## src/rtl/bcd_serial_subtractor_pkg.sv

```systemverilog
// Shared definitions for the digit-serial BCD subtractor.
//   state_t     : controller states (idle, digit subtract, recomplement, done)
//   BCD_MAX     : largest legal BCD digit value
//   nines_comp  : 9's complement of one BCD digit
//   digit_ok    : 1 when a 4-bit value is a legal BCD digit
package bcd_serial_subtractor_pkg;

  typedef enum logic [1:0] {
    ST_IDLE   = 2'd0,
    ST_SUB    = 2'd1,
    ST_RECOMP = 2'd2,
    ST_DONE   = 2'd3
  } state_t;

  localparam logic [3:0] BCD_MAX = 4'd9;

  function automatic logic [3:0] nines_comp(input logic [3:0] d);
    return BCD_MAX - d;
  endfunction

  function automatic logic digit_ok(input logic [3:0] d);
    return (d <= BCD_MAX);
  endfunction

endpackage

```

## src/rtl/bcd_serial_subtractor_if.sv

```systemverilog
// Request/result bundle between the arithmetic unit and the BCD subtractor.
//   start          : request, honoured only while the subtractor is idle
//   a, b           : packed-BCD minuend / subtrahend, digit 0 at [3:0]
//   busy, done     : busy while computing, done is a one-cycle result strobe
//   diff, neg      : magnitude |a-b| and sign (1 when a < b)
//   invalid        : an operand digit was above 9
// master = requester side, slave = subtractor side.
interface bcd_serial_subtractor_if #(
  parameter int NDIG = 8
) ();

  logic                start;
  logic [4*NDIG-1:0]   a;
  logic [4*NDIG-1:0]   b;
  logic                busy;
  logic                done;
  logic [4*NDIG-1:0]   diff;
  logic                neg;
  logic                invalid;

  modport master (
    output start, a, b,
    input  busy, done, diff, neg, invalid
  );

  modport slave (
    input  start, a, b,
    output busy, done, diff, neg, invalid
  );

endinterface

```

## src/rtl/bcd_serial_subtractor_adder_core.sv

```systemverilog
// Single-digit BCD adder: s_bcd/cout_bcd = a + b + cin in decimal.
//   a, b     : BCD digits (sum of a+b+cin never exceeds 19 in this design)
//   cin      : carry in
//   s_bcd    : BCD sum digit
//   cout_bcd : decimal carry out
module bcd_adder_core
  import bcd_serial_subtractor_pkg::*;
(
  input  logic [3:0] a,
  input  logic [3:0] b,
  input  logic       cin,
  output logic [3:0] s_bcd,
  output logic       cout_bcd
);

  logic [4:0] bin_s;

  // Binary sum followed by the +6 decimal correction when it passes 9.
  always_comb begin
    bin_s    = {1'b0, a} + {1'b0, b} + {4'd0, cin};
    s_bcd    = bin_s[3:0];
    cout_bcd = 1'b0;
    if (bin_s > {1'b0, BCD_MAX}) begin
      // 10..19 plus 6 wraps the low nibble onto 0..9
      s_bcd    = bin_s[3:0] + 4'd6;
      cout_bcd = 1'b1;
    end else begin
      s_bcd    = bin_s[3:0];
      cout_bcd = 1'b0;
    end
  end

endmodule

```

## src/rtl/bcd_serial_subtractor.sv

```systemverilog
// Digit-serial packed-BCD subtractor producing |A-B| and a sign flag.
// One BCD digit adder is reused: first pass adds A to the 10's complement
// of B, one digit per clock LSB first; if no final carry (A<B) a second pass
// 10's-complements the stored result to recover the magnitude.
//   clk  : rising-edge clock
//   rst  : synchronous active-high reset
//   bus  : slave side of bcd_serial_subtractor_if (start/a/b in,
//          busy/done/diff/neg/invalid out, all outputs registered)
module bcd_serial_subtractor
  import bcd_serial_subtractor_pkg::*;
#(
  parameter int NDIG = 8
) (
  input  logic                    clk,
  input  logic                    rst,
  bcd_serial_subtractor_if.slave  bus
);

  localparam int W  = 4 * NDIG;
  localparam int CW = (NDIG > 1) ? $clog2(NDIG) : 1;
  localparam logic [CW-1:0] LAST_CNT = CW'(NDIG - 1);
  localparam logic [CW-1:0] CNT_ONE  = CW'(1);

  state_t          state_r;
  state_t          state_nx_s;
  logic [W-1:0]    a_sh_r;
  logic [W-1:0]    b_sh_r;
  logic [W-1:0]    res_r;
  logic [W-1:0]    diff_r;
  logic [CW-1:0]   cnt_r;
  logic            carry_r;
  logic            busy_r;
  logic            done_r;
  logic            neg_r;
  logic            invalid_r;

  logic            any_bad_s;
  logic            last_s;
  logic [3:0]      op_x_s;
  logic [3:0]      op_y_s;
  logic [3:0]      sum_s;
  logic            cout_s;
  logic [W-1:0]    res_nx_s;

  assign last_s   = (cnt_r == LAST_CNT);
  // New digit enters at the top, so after NDIG shifts digit 0 sits at [3:0].
  assign res_nx_s = {sum_s, res_r[W-1:4]};

  assign bus.busy    = busy_r;
  assign bus.done    = done_r;
  assign bus.diff    = diff_r;
  assign bus.neg     = neg_r;
  assign bus.invalid = invalid_r;

  // Scan every operand digit for values above 9.
  always_comb begin
    any_bad_s = 1'b0;
    for (int i = 0; i < NDIG; i++) begin
      if (!digit_ok(bus.a[4*i +: 4]) || !digit_ok(bus.b[4*i +: 4])) begin
        any_bad_s = 1'b1;
      end else begin
        any_bad_s = any_bad_s;
      end
    end
  end

  // Operand mux for the shared adder: A + 9's(B) while subtracting,
  // 0 + 9's(result) while recomplementing.
  always_comb begin
    op_x_s = 4'd0;
    op_y_s = 4'd0;
    if (state_r == ST_SUB) begin
      op_x_s = a_sh_r[3:0];
      op_y_s = nines_comp(b_sh_r[3:0]);
    end else begin
      op_x_s = 4'd0;
      op_y_s = nines_comp(res_r[3:0]);
    end
  end

  bcd_adder_core u_adder (
    .a        (op_x_s),
    .b        (op_y_s),
    .cin      (carry_r),
    .s_bcd    (sum_s),
    .cout_bcd (cout_s)
  );

  // Controller state register.
  always_ff @(posedge clk) begin
    if (rst) begin
      state_r <= ST_IDLE;
    end else begin
      state_r <= state_nx_s;
    end
  end

  // Controller next-state logic.
  always_comb begin
    state_nx_s = state_r;
    case (state_r)
      ST_IDLE: begin
        if (bus.start) begin
          if (any_bad_s) begin
            state_nx_s = ST_DONE;
          end else begin
            state_nx_s = ST_SUB;
          end
        end else begin
          state_nx_s = ST_IDLE;
        end
      end
      ST_SUB: begin
        if (last_s) begin
          if (cout_s) begin
            state_nx_s = ST_DONE;
          end else begin
            state_nx_s = ST_RECOMP;
          end
        end else begin
          state_nx_s = ST_SUB;
        end
      end
      ST_RECOMP: begin
        if (last_s) begin
          state_nx_s = ST_DONE;
        end else begin
          state_nx_s = ST_RECOMP;
        end
      end
      ST_DONE: begin
        state_nx_s = ST_IDLE;
      end
      default: begin
        state_nx_s = ST_IDLE;
      end
    endcase
  end

  // Datapath and registered outputs; results are published only on entry to DONE.
  always_ff @(posedge clk) begin
    if (rst) begin
      a_sh_r    <= '0;
      b_sh_r    <= '0;
      res_r     <= '0;
      diff_r    <= '0;
      cnt_r     <= '0;
      carry_r   <= 1'b0;
      busy_r    <= 1'b0;
      done_r    <= 1'b0;
      neg_r     <= 1'b0;
      invalid_r <= 1'b0;
    end else begin
      case (state_r)
        ST_IDLE: begin
          done_r <= 1'b0;
          if (bus.start) begin
            a_sh_r  <= bus.a;
            b_sh_r  <= bus.b;
            res_r   <= '0;
            cnt_r   <= '0;
            carry_r <= 1'b1;
            if (any_bad_s) begin
              invalid_r <= 1'b1;
              diff_r    <= '0;
              neg_r     <= 1'b0;
              done_r    <= 1'b1;
            end else begin
              busy_r <= 1'b1;
            end
          end
        end
        ST_SUB: begin
          a_sh_r  <= {4'd0, a_sh_r[W-1:4]};
          b_sh_r  <= {4'd0, b_sh_r[W-1:4]};
          res_r   <= res_nx_s;
          carry_r <= cout_s;
          cnt_r   <= cnt_r + CNT_ONE;
          if (last_s) begin
            cnt_r <= '0;
            if (cout_s) begin
              // no borrow out of the top digit: A >= B, result is the magnitude
              busy_r    <= 1'b0;
              done_r    <= 1'b1;
              diff_r    <= res_nx_s;
              neg_r     <= 1'b0;
              invalid_r <= 1'b0;
            end else begin
              // A < B: result holds 10^NDIG - |A-B|, +1 seeds the recomplement
              carry_r <= 1'b1;
            end
          end
        end
        ST_RECOMP: begin
          res_r   <= res_nx_s;
          carry_r <= cout_s;
          cnt_r   <= cnt_r + CNT_ONE;
          if (last_s) begin
            cnt_r     <= '0;
            busy_r    <= 1'b0;
            done_r    <= 1'b1;
            diff_r    <= res_nx_s;
            neg_r     <= 1'b1;
            invalid_r <= 1'b0;
          end
        end
        ST_DONE: begin
          done_r <= 1'b0;
        end
        default: begin
          done_r <= 1'b0;
          busy_r <= 1'b0;
        end
      endcase
    end
  end

endmodule
```

## src/flat_wrapper.sv

```systemverilog
// flat-port wrapper written by rule: the top's interface ports become plain ports
module bcd_serial_subtractor_flat import bcd_serial_subtractor_pkg::*;
#(
  parameter int NDIG = 8
)
  (clk, rst, bus_start, bus_a, bus_b, bus_busy, bus_done, bus_diff, bus_neg, bus_invalid);
  bcd_serial_subtractor_if #(.NDIG(NDIG)) bus_i ();
  input  logic clk;
  input  logic rst;
  input wire logic [$bits(bus_i.start)-1:0] bus_start;
  input wire logic [$bits(bus_i.a)-1:0] bus_a;
  input wire logic [$bits(bus_i.b)-1:0] bus_b;
  output wire logic [$bits(bus_i.busy)-1:0] bus_busy;
  output wire logic [$bits(bus_i.done)-1:0] bus_done;
  output wire logic [$bits(bus_i.diff)-1:0] bus_diff;
  output wire logic [$bits(bus_i.neg)-1:0] bus_neg;
  output wire logic [$bits(bus_i.invalid)-1:0] bus_invalid;
  assign bus_i.start = bus_start;
  assign bus_i.a = bus_a;
  assign bus_i.b = bus_b;
  assign bus_busy = bus_i.busy;
  assign bus_done = bus_i.done;
  assign bus_diff = bus_i.diff;
  assign bus_neg = bus_i.neg;
  assign bus_invalid = bus_i.invalid;
  bcd_serial_subtractor #(.NDIG(NDIG)) u_core (.clk(clk), .rst(rst), .bus(bus_i));
endmodule
```

## config.mk

```make
export PLATFORM = sky130hd
export DESIGN_NAME = bcd_serial_subtractor_flat
export DESIGN_NICKNAME = d
export VERILOG_FILES = /design/src/rtl/bcd_serial_subtractor_pkg.sv /design/src/rtl/bcd_serial_subtractor_if.sv /design/src/rtl/bcd_serial_subtractor_adder_core.sv /design/src/rtl/bcd_serial_subtractor.sv /design/src/flat_wrapper.sv
export SDC_FILE = /design/constraint.sdc
export NUM_CORES = 1
export LEC_CHECK = 0
export BUFFER_PORTS_ARGS = -buffer_cell sky130_fd_sc_hd__buf_2
export CORE_MARGIN = 1.5
export CORE_UTILIZATION = 45
export CTS_CLUSTER_SIZE = 25
export DETAILED_ROUTE_END_ITERATION = 16
export GPL_ROUTABILITY_DRIVEN = 1
export HOLD_SLACK_MARGIN = 0.1
export MAX_ROUTING_LAYER = met4
export PLACE_DENSITY = 0.63
export SLEW_MARGIN = 15
export SYNTH_ARGS = -nofsm -noshare
export SYNTH_HDL_FRONTEND = slang
export SYNTH_SLANG_ARGS = --single-unit
```

## constraint.sdc

```tcl
create_clock -name clk -period 5.9 [get_ports clk]
set_input_delay 1.18 -clock clk [delete_from_list [all_inputs] [get_ports clk]]
set_output_delay 1.18 -clock clk [all_outputs]
set_load 0.01 [all_outputs]
```

Yosys cells after proc, flatten, opt, wreduce, memory -nomap -nowiden
Index checks and enable logic that the tools add are counted.
{"block": "word_totals", "latch_bits": 0, "mem_bits_ro": 0, "ram_bits": 0, "regBits": 138, "out_inout_bits": 36, "memories": 0}
{"block": "classes", "div": 0, "add_sub_neg": 6, "n_eq_ne": 10, "n_bitwise": 0, "muxes": 54, "n_reduce_logical": 35, "shifts": 0, "n_mul": 0, "order_cmp": 17}
{"op": "32-bit two-way mux", "n": 8}
{"op": "32-bit case mux with 2 select lines", "n": 3}
{"op": "32-bit case mux with 3 select lines", "n": 1}
{"op": "4-bit <= comparator (second input constant)", "n": 16}
{"op": "1-bit two-way mux", "n": 27}
{"op": "1-bit logical NOT", "n": 16}
{"op": "4-bit two-way mux", "n": 3}
{"op": "1-bit case mux with 3 select lines", "n": 4}
{"op": "6-bit AND reduction", "n": 2}
{"op": "1-bit logical OR", "n": 8}
{"op": "2-bit by 1-bit != test with 1-bit output (second input constant)", "n": 4}
{"op": "2-bit case mux with 4 select lines", "n": 1}
{"op": "4-bit subtractor (first input constant)", "n": 2}
{"op": "2-bit two-way mux", "n": 3}
{"op": "3-bit two-way mux", "n": 2}
{"op": "3-bit case mux with 2 select lines", "n": 1}
{"op": "2-bit AND reduction", "n": 3}
{"op": "4-bit by 4-bit adder with 5-bit output", "n": 1}
{"op": "5-bit by 1-bit adder with 5-bit output", "n": 1}
{"op": "5-bit by 4-bit > comparator with 1-bit output (second input constant)", "n": 1}
{"op": "4-bit by 3-bit adder with 4-bit output (second input constant)", "n": 1}
{"op": "2-bit equality test (second input constant)", "n": 2}
{"op": "2-bit != test (second input constant)", "n": 2}
{"op": "1-bit case mux with 4 select lines", "n": 1}
{"op": "8 further kinds", "n": 9}

Logic depth before layout (Yosys ltp)
{"block": "depth", "ltp_word": 14, "ltp_mapped": 16, "depth_no_buf": 13}

Hierarchy
Synthesis repeated with hierarchy kept, for this count alone.
{"block": "hier_totals", "hier_cells": 808, "area_unflattened_um2": 6770.2}
{"mod": "bcd_serial_subtractor", "cells_each": 786, "area_per_inst_um2": 6558.8, "n_inst": 1}
{"mod": "bcd_adder_core", "cells_each": 22, "area_per_inst_um2": 211.5, "n_inst": 1}

Worst setup path before layout
No wires, ideal clock.
{"block": "synth_path", "path_type": "flip-flop to flip-flop", "start": "register u_core.state_r[1]", "end": "register u_core.neg_r, in the netlist u_core.bus.neg", "setup_ns": 0.128, "arrival_ns": 3.657, "n_path_buf": 3, "path_slack_ns": 2.115, "period_less_slack_ns": 3.785, "stages_incl_launch_ff": 16, "t_required_ns": 5.772, "path_cell_list": "dfxtp_1 > inv_1 > ha_1 > clkbuf_1 > buf_1 > mux2i_1 > ha_1 > ha_1 > xnor2_1 > ha_1 > a22oi_2 > a311oi_2 > a211oi_2 > buf_2 > mux2i_1 > nor2_1"}
{"block": "synth_via", "elab_chain_cells": 8, "word_cells_on_any_way": 17, "cone_classes": "add/sub (2); order compare (1); eq/ne (7); mux (4); reduce/logical (3)"}
{"element": "start, declared", "line_no": "bcd_serial_subtractor.sv:24", "source": "state_t state_r;"}
{"element": "start signal, assigned", "line_no": "bcd_serial_subtractor.sv:94", "source": "state_r <= state_nx_s;"}
{"element": "2-bit by 1-bit equality test with 1-bit output", "line_no": "bcd_serial_subtractor.sv:72, bcd_serial_subtractor.sv:154"}
{"element": "4-bit two-way mux", "line_no": "bcd_serial_subtractor.sv:72", "source": "if (state_r == ST_SUB) begin"}
{"element": "4-bit by 4-bit adder with 5-bit output", "line_no": "bcd_serial_subtractor_adder_core.sv:20", "source": "bin_s = {1'b0, a} + {1'b0, b} + {4'd0, cin};"}
{"element": "5-bit by 1-bit adder with 5-bit output", "line_no": "bcd_serial_subtractor_adder_core.sv:20"}
{"element": "5-bit by 4-bit > comparator with 1-bit output", "line_no": "bcd_serial_subtractor_adder_core.sv:23", "source": "if (bin_s > {1'b0, BCD_MAX}) begin"}
{"element": "1-bit two-way mux", "line_no": "bcd_serial_subtractor_adder_core.sv:23"}
{"element": "2-bit by 1-bit != test with 1-bit output (no source line)"}
{"element": "6-bit AND reduction (no source line)"}
{"element": "end signal, assigned", "line_no": "bcd_serial_subtractor.sv:151", "source": "neg_r <= 1'b0;"}
{"element": "end signal, assigned", "line_no": "bcd_serial_subtractor.sv:166", "source": "neg_r <= 1'b0;"}
{"element": "end signal, assigned", "line_no": "bcd_serial_subtractor.sv:186", "source": "neg_r <= 1'b0;"}
{"element": "end, declared", "line_no": "bcd_serial_subtractor.sv:34", "source": "logic neg_r;"}
Several ways; a longest one is shown, not always the timed one.
A chain may end at the register's enable or synchronous reset.

Worst setup path after layout
Ends and elaborated chain as after synthesis.

==> metrics.md <==
| Metric | Value |
|---|---|
| Clock Sinks | `138` |
| CTS Hold Bufs | `0` |
| PwrDens | `421 nW/um2` |
| Clk buf depth | `2` |
| Ant diodes | `0` |
| Setup skew after layout | `0.00571 ns` |
| Clock transition at the registers of the reported paths | `0.06 ns` |
| Worst setup EP type | `register` |
| Req. time, crit path | `6.16 ns` |
| Core outline area | `12700 um2` |
| Number of flops mapped to enable cells by yosys | `0` |
| Synth area leaders | `dfxtp_1, mux2i_1, a211oi_1` |
| Post-Synthesis Cell Area | `5920 um2` |
| Max-cap viol count | `0` |
| Unrepaired setup endpoints after global routing | `no` |
| Slew Viols, Final | `0` |
| H-tree depth | `4` |
| Synth Area in Simple Gates | `13.7%` |
| GP Congestion | `0.783` |
| Most numerous cell on the critical path | `ha_1` |
| First-pass GRT wire length | `21400 um` |
| Worst path arrival time | `4.67 ns` |
| Post-Syn Nets | `702` |
| Max-Slew Margin vs Limit | `20.9%` |
| Final setup TNS | `0 ns` |
| WP buf/inv | `2` |
| Fill count | `1188` |
| Total GRT Usage | `approximately a fifth` |
| Nets | `778` |
| Clock root buffer | `clkbuf_16` |
| Clock Latency Late Sink | `0.42 ns` |
| Critical path startpoint category | `register` |
| Final WL | `13000 um` |
| Worst R2R End | `u_core.bus.neg` |
| Final cycle utilization of the critical path | `74.6%` |
| Total iterations of the first detailed-routing run | `4` |
| Die Span Y | `118 um` |
| Area Overhead vs Synth | `20.0%` |
| Synth Instances | `620` |
| Status | `completed` |
| Most common cell after layout, fill and taps aside | `dfxtp_1` |
| # IOs | `103` |
| Compound-Gate Fraction of Synth Area | `20.8%` |
| DRC | `0` |
| Largest net degree at the start of global routing | `111` |
| Slew @ Worst Pin | `1.19 ns` |
| Min-Delay Endpoint | `u_core.bus.diff[15]` |
| Slowest CP cell | `ha_4` |
| Mux cell area share after synthesis | `10.7%` |
| Die W | `118 um` |
| IO buf count | `102` |
| Final Critical Period | `around 4.4 ns` |
| Final worst setup slack | `1.50 ns` |
| Hold Path Stages | `2` |
| Synthesized area per cell | `9.54 um2` |
| Cells on worst reg2reg path | `13` |
| Cts repair resizes | `0` |
| Max VDD drop | `about 300 uV` |
| Async SR Flop Fraction | `0%` |
| Vias in the first global route | `4490` |
| Antenna violations before repair | `0` |
| Beginning of the worst register-to-register path | `u_core.state_r[1]` |
| Min-delay src | `u_core.bus.diff[15]` |
| Most frequent cells in the layout | `dfxtp_1, buf_2, nor2_1` |
| Leakage power | `0.00280 uW` |
| Adder-Cell Fraction of Synth Area | `3.43%` |
| WL/cell | `approximately 15 um` |
| Delay-heaviest family, CP | `adder cells` |
| Setup Fix Bufs, Post-CTS | `0` |
| Critical path cell sequence | `inv_1, ha_4, mux2i_1, ha_1, ha_1, xnor2_1, ha_1, a22oi_2, a311oi_2, a211oi_4, buf_4, mux2i_1, nor2_1` |
| Critical Path Fanout Max | `67` |
| Vias | `4697` |
| R2r setup slk | `1.50 ns` |
| Vias/cell | `5.33` |
| Post-DP HPWL | `8730 um` |
| Initial Util | `46.5%` |
| 1st-iter DRT viols | `294` |
| Primary FF master, synth | `dfxtp_1` |
| CTS tree | `yes` |
| Crit-path max cell delay | `0.90 ns` |
| Setup violations, final | `0` |
| Total gr overflow | `0` |
| Detail Route Antenna Nets | `0` |
| Final hold vios | `0` |
| Area share of the largest cell type after synthesis | `46.7%` |
| DIE AREA | `13800 um2` |
| Yosys reg bits | `138` |
| Synth cell types | `45` |
| Share of cells above drive strength 1 | `21.7%` |
| CTS Buf Count | `17` |
| Synth area leader | `dfxtp_1` |
| Placement Setup Slack | `~1.5 ns` |
| Yosys warning count | `0` |
| Crit Path Class | `register to register` |
| Largest family of logic cells by synthesized area | `compound AO/OA/AOI/OAI gates` |
| F_max | `around 230 MHz` |
| Placement Rows | `~40` |
| HP Class | `register to register` |
| Register area share after synthesis | `46.7%` |
| Synth Area in XOR/XNOR | `0.444%` |
report_power, final:
| group | switching [uW] | internal [uW] | leakage (uW) | total (uW) |
|---|---|---|---|---|
| logic | 478 | 316 | 0.00138 | 794 |
| registers | 69.1 | 1060 | 0.00113 | 1130 |
| clock network | 391 | 681 | 0.000290 | 1070 |
| total | 937 | 2060 | 0.00280 | 2990 |
cells in the mapped netlist (all sizes together) (4+ instances only):
cell type / number
ha: 13
a21oi: 39
a22o: 29
nand3: 34
nand2: 10
nand2b: 32
inv: 9
clkbuf: 37
mux2i: 61
o21ai: 20
nor2: 77
buf: 12
a22oi: 9
dfxtp: 138
a211oi: 62
nand4: 4
final cells by class:
type / instances / area [um2] / area share, %
Multi-Input combinational cell: 424 / 2940 / 41.4
Clock inverter: 13 / 150 / 2.11
Clock buffer: 19 / 453 / 6.38
Sequential cell: 138 / 2760 / 38.9
Timing Repair Buffer: 106 / 543 / 7.65
Tap cell: 172 / 215 / 3.03
Inverter: 9 / 33.8 / 0.476
worst register-to-register path, stage by stage, from the launching register on:
cell,delay [ns]
dfxtp_1,0.32
inv_1,0.15
ha_4,0.90
mux2i_1,0.38
ha_1,0.28
ha_1,0.36
xnor2_1,0.19
ha_1,0.26
a22oi_2,0.23
a311oi_2,0.17
a211oi_4,0.22
buf_4,0.48
mux2i_1,0.27
nor2_1,0.05
routing by layer:
| metal | part of all wire [%] | GRT usage [%] |
|---|---|---|
| met1 | 47 | 24.3 |
| met2 | 48 | 31.2 |
| met3 | 4.3 | 5.38 |
| met4 | 0.86 | 6.17 |
| met5 | 0 | - |
worst max path at each step:
| stage | slack, ns | cells after the start | start | endpoint |
|---|---|---|---|---|
| floorplan | 2.12 | 15 | u_core.state_r[1] | u_core.bus.neg |
| global placement | 1.65 | 13 | u_core.state_r[1] | u_core.bus.neg |
| detailed placement | 1.52 | 13 | u_core.state_r[1] | u_core.bus.neg |
| CTS | 1.50 | 13 | u_core.state_r[1] | u_core.bus.neg |
| global route | 1.12 | 13 | u_core.state_r[1] | u_core.bus.diff[28] |
| finish | 1.50 | 13 | u_core.state_r[1] | u_core.bus.neg |
registers in the layout, indices dropped and copies added (netlist names):
name	flops
u_core.res_r	32
u_core.carry_r	1
u_core.bus.diff	32
u_core.bus.neg	1
u_core.a_sh_r	32
u_core.b_sh_r	32
u_core.cnt_r	3
u_core.state_r	2
u_core.bus.busy	1
u_core.bus.done	1
u_core.bus.invalid	1
cell families after synthesis:
kind of cell    Yosys count
compound gates          174
xor+xnor                  3
fa+ha+maj                15
buf+inv                  58
flops                   138
mux                      63
simple gates            169
per-stage QoR:
stage	hold WS (ns)	power [uW]	instance area [um2]	utilization, %	instances
final	0.464	2990	7100	55.8	881
after global routing	0.483	3170	7100	55.8	881
after detailed placement	0.456	1950	6500	51.1	849
after global placement	0.443	1920	6500	51.1	849
after floorplan	0.436	1770	5920	-	620
after CTS	0.466	3030	7100	55.8	881
No activity file was read; power rests on OpenSTA's default activity.
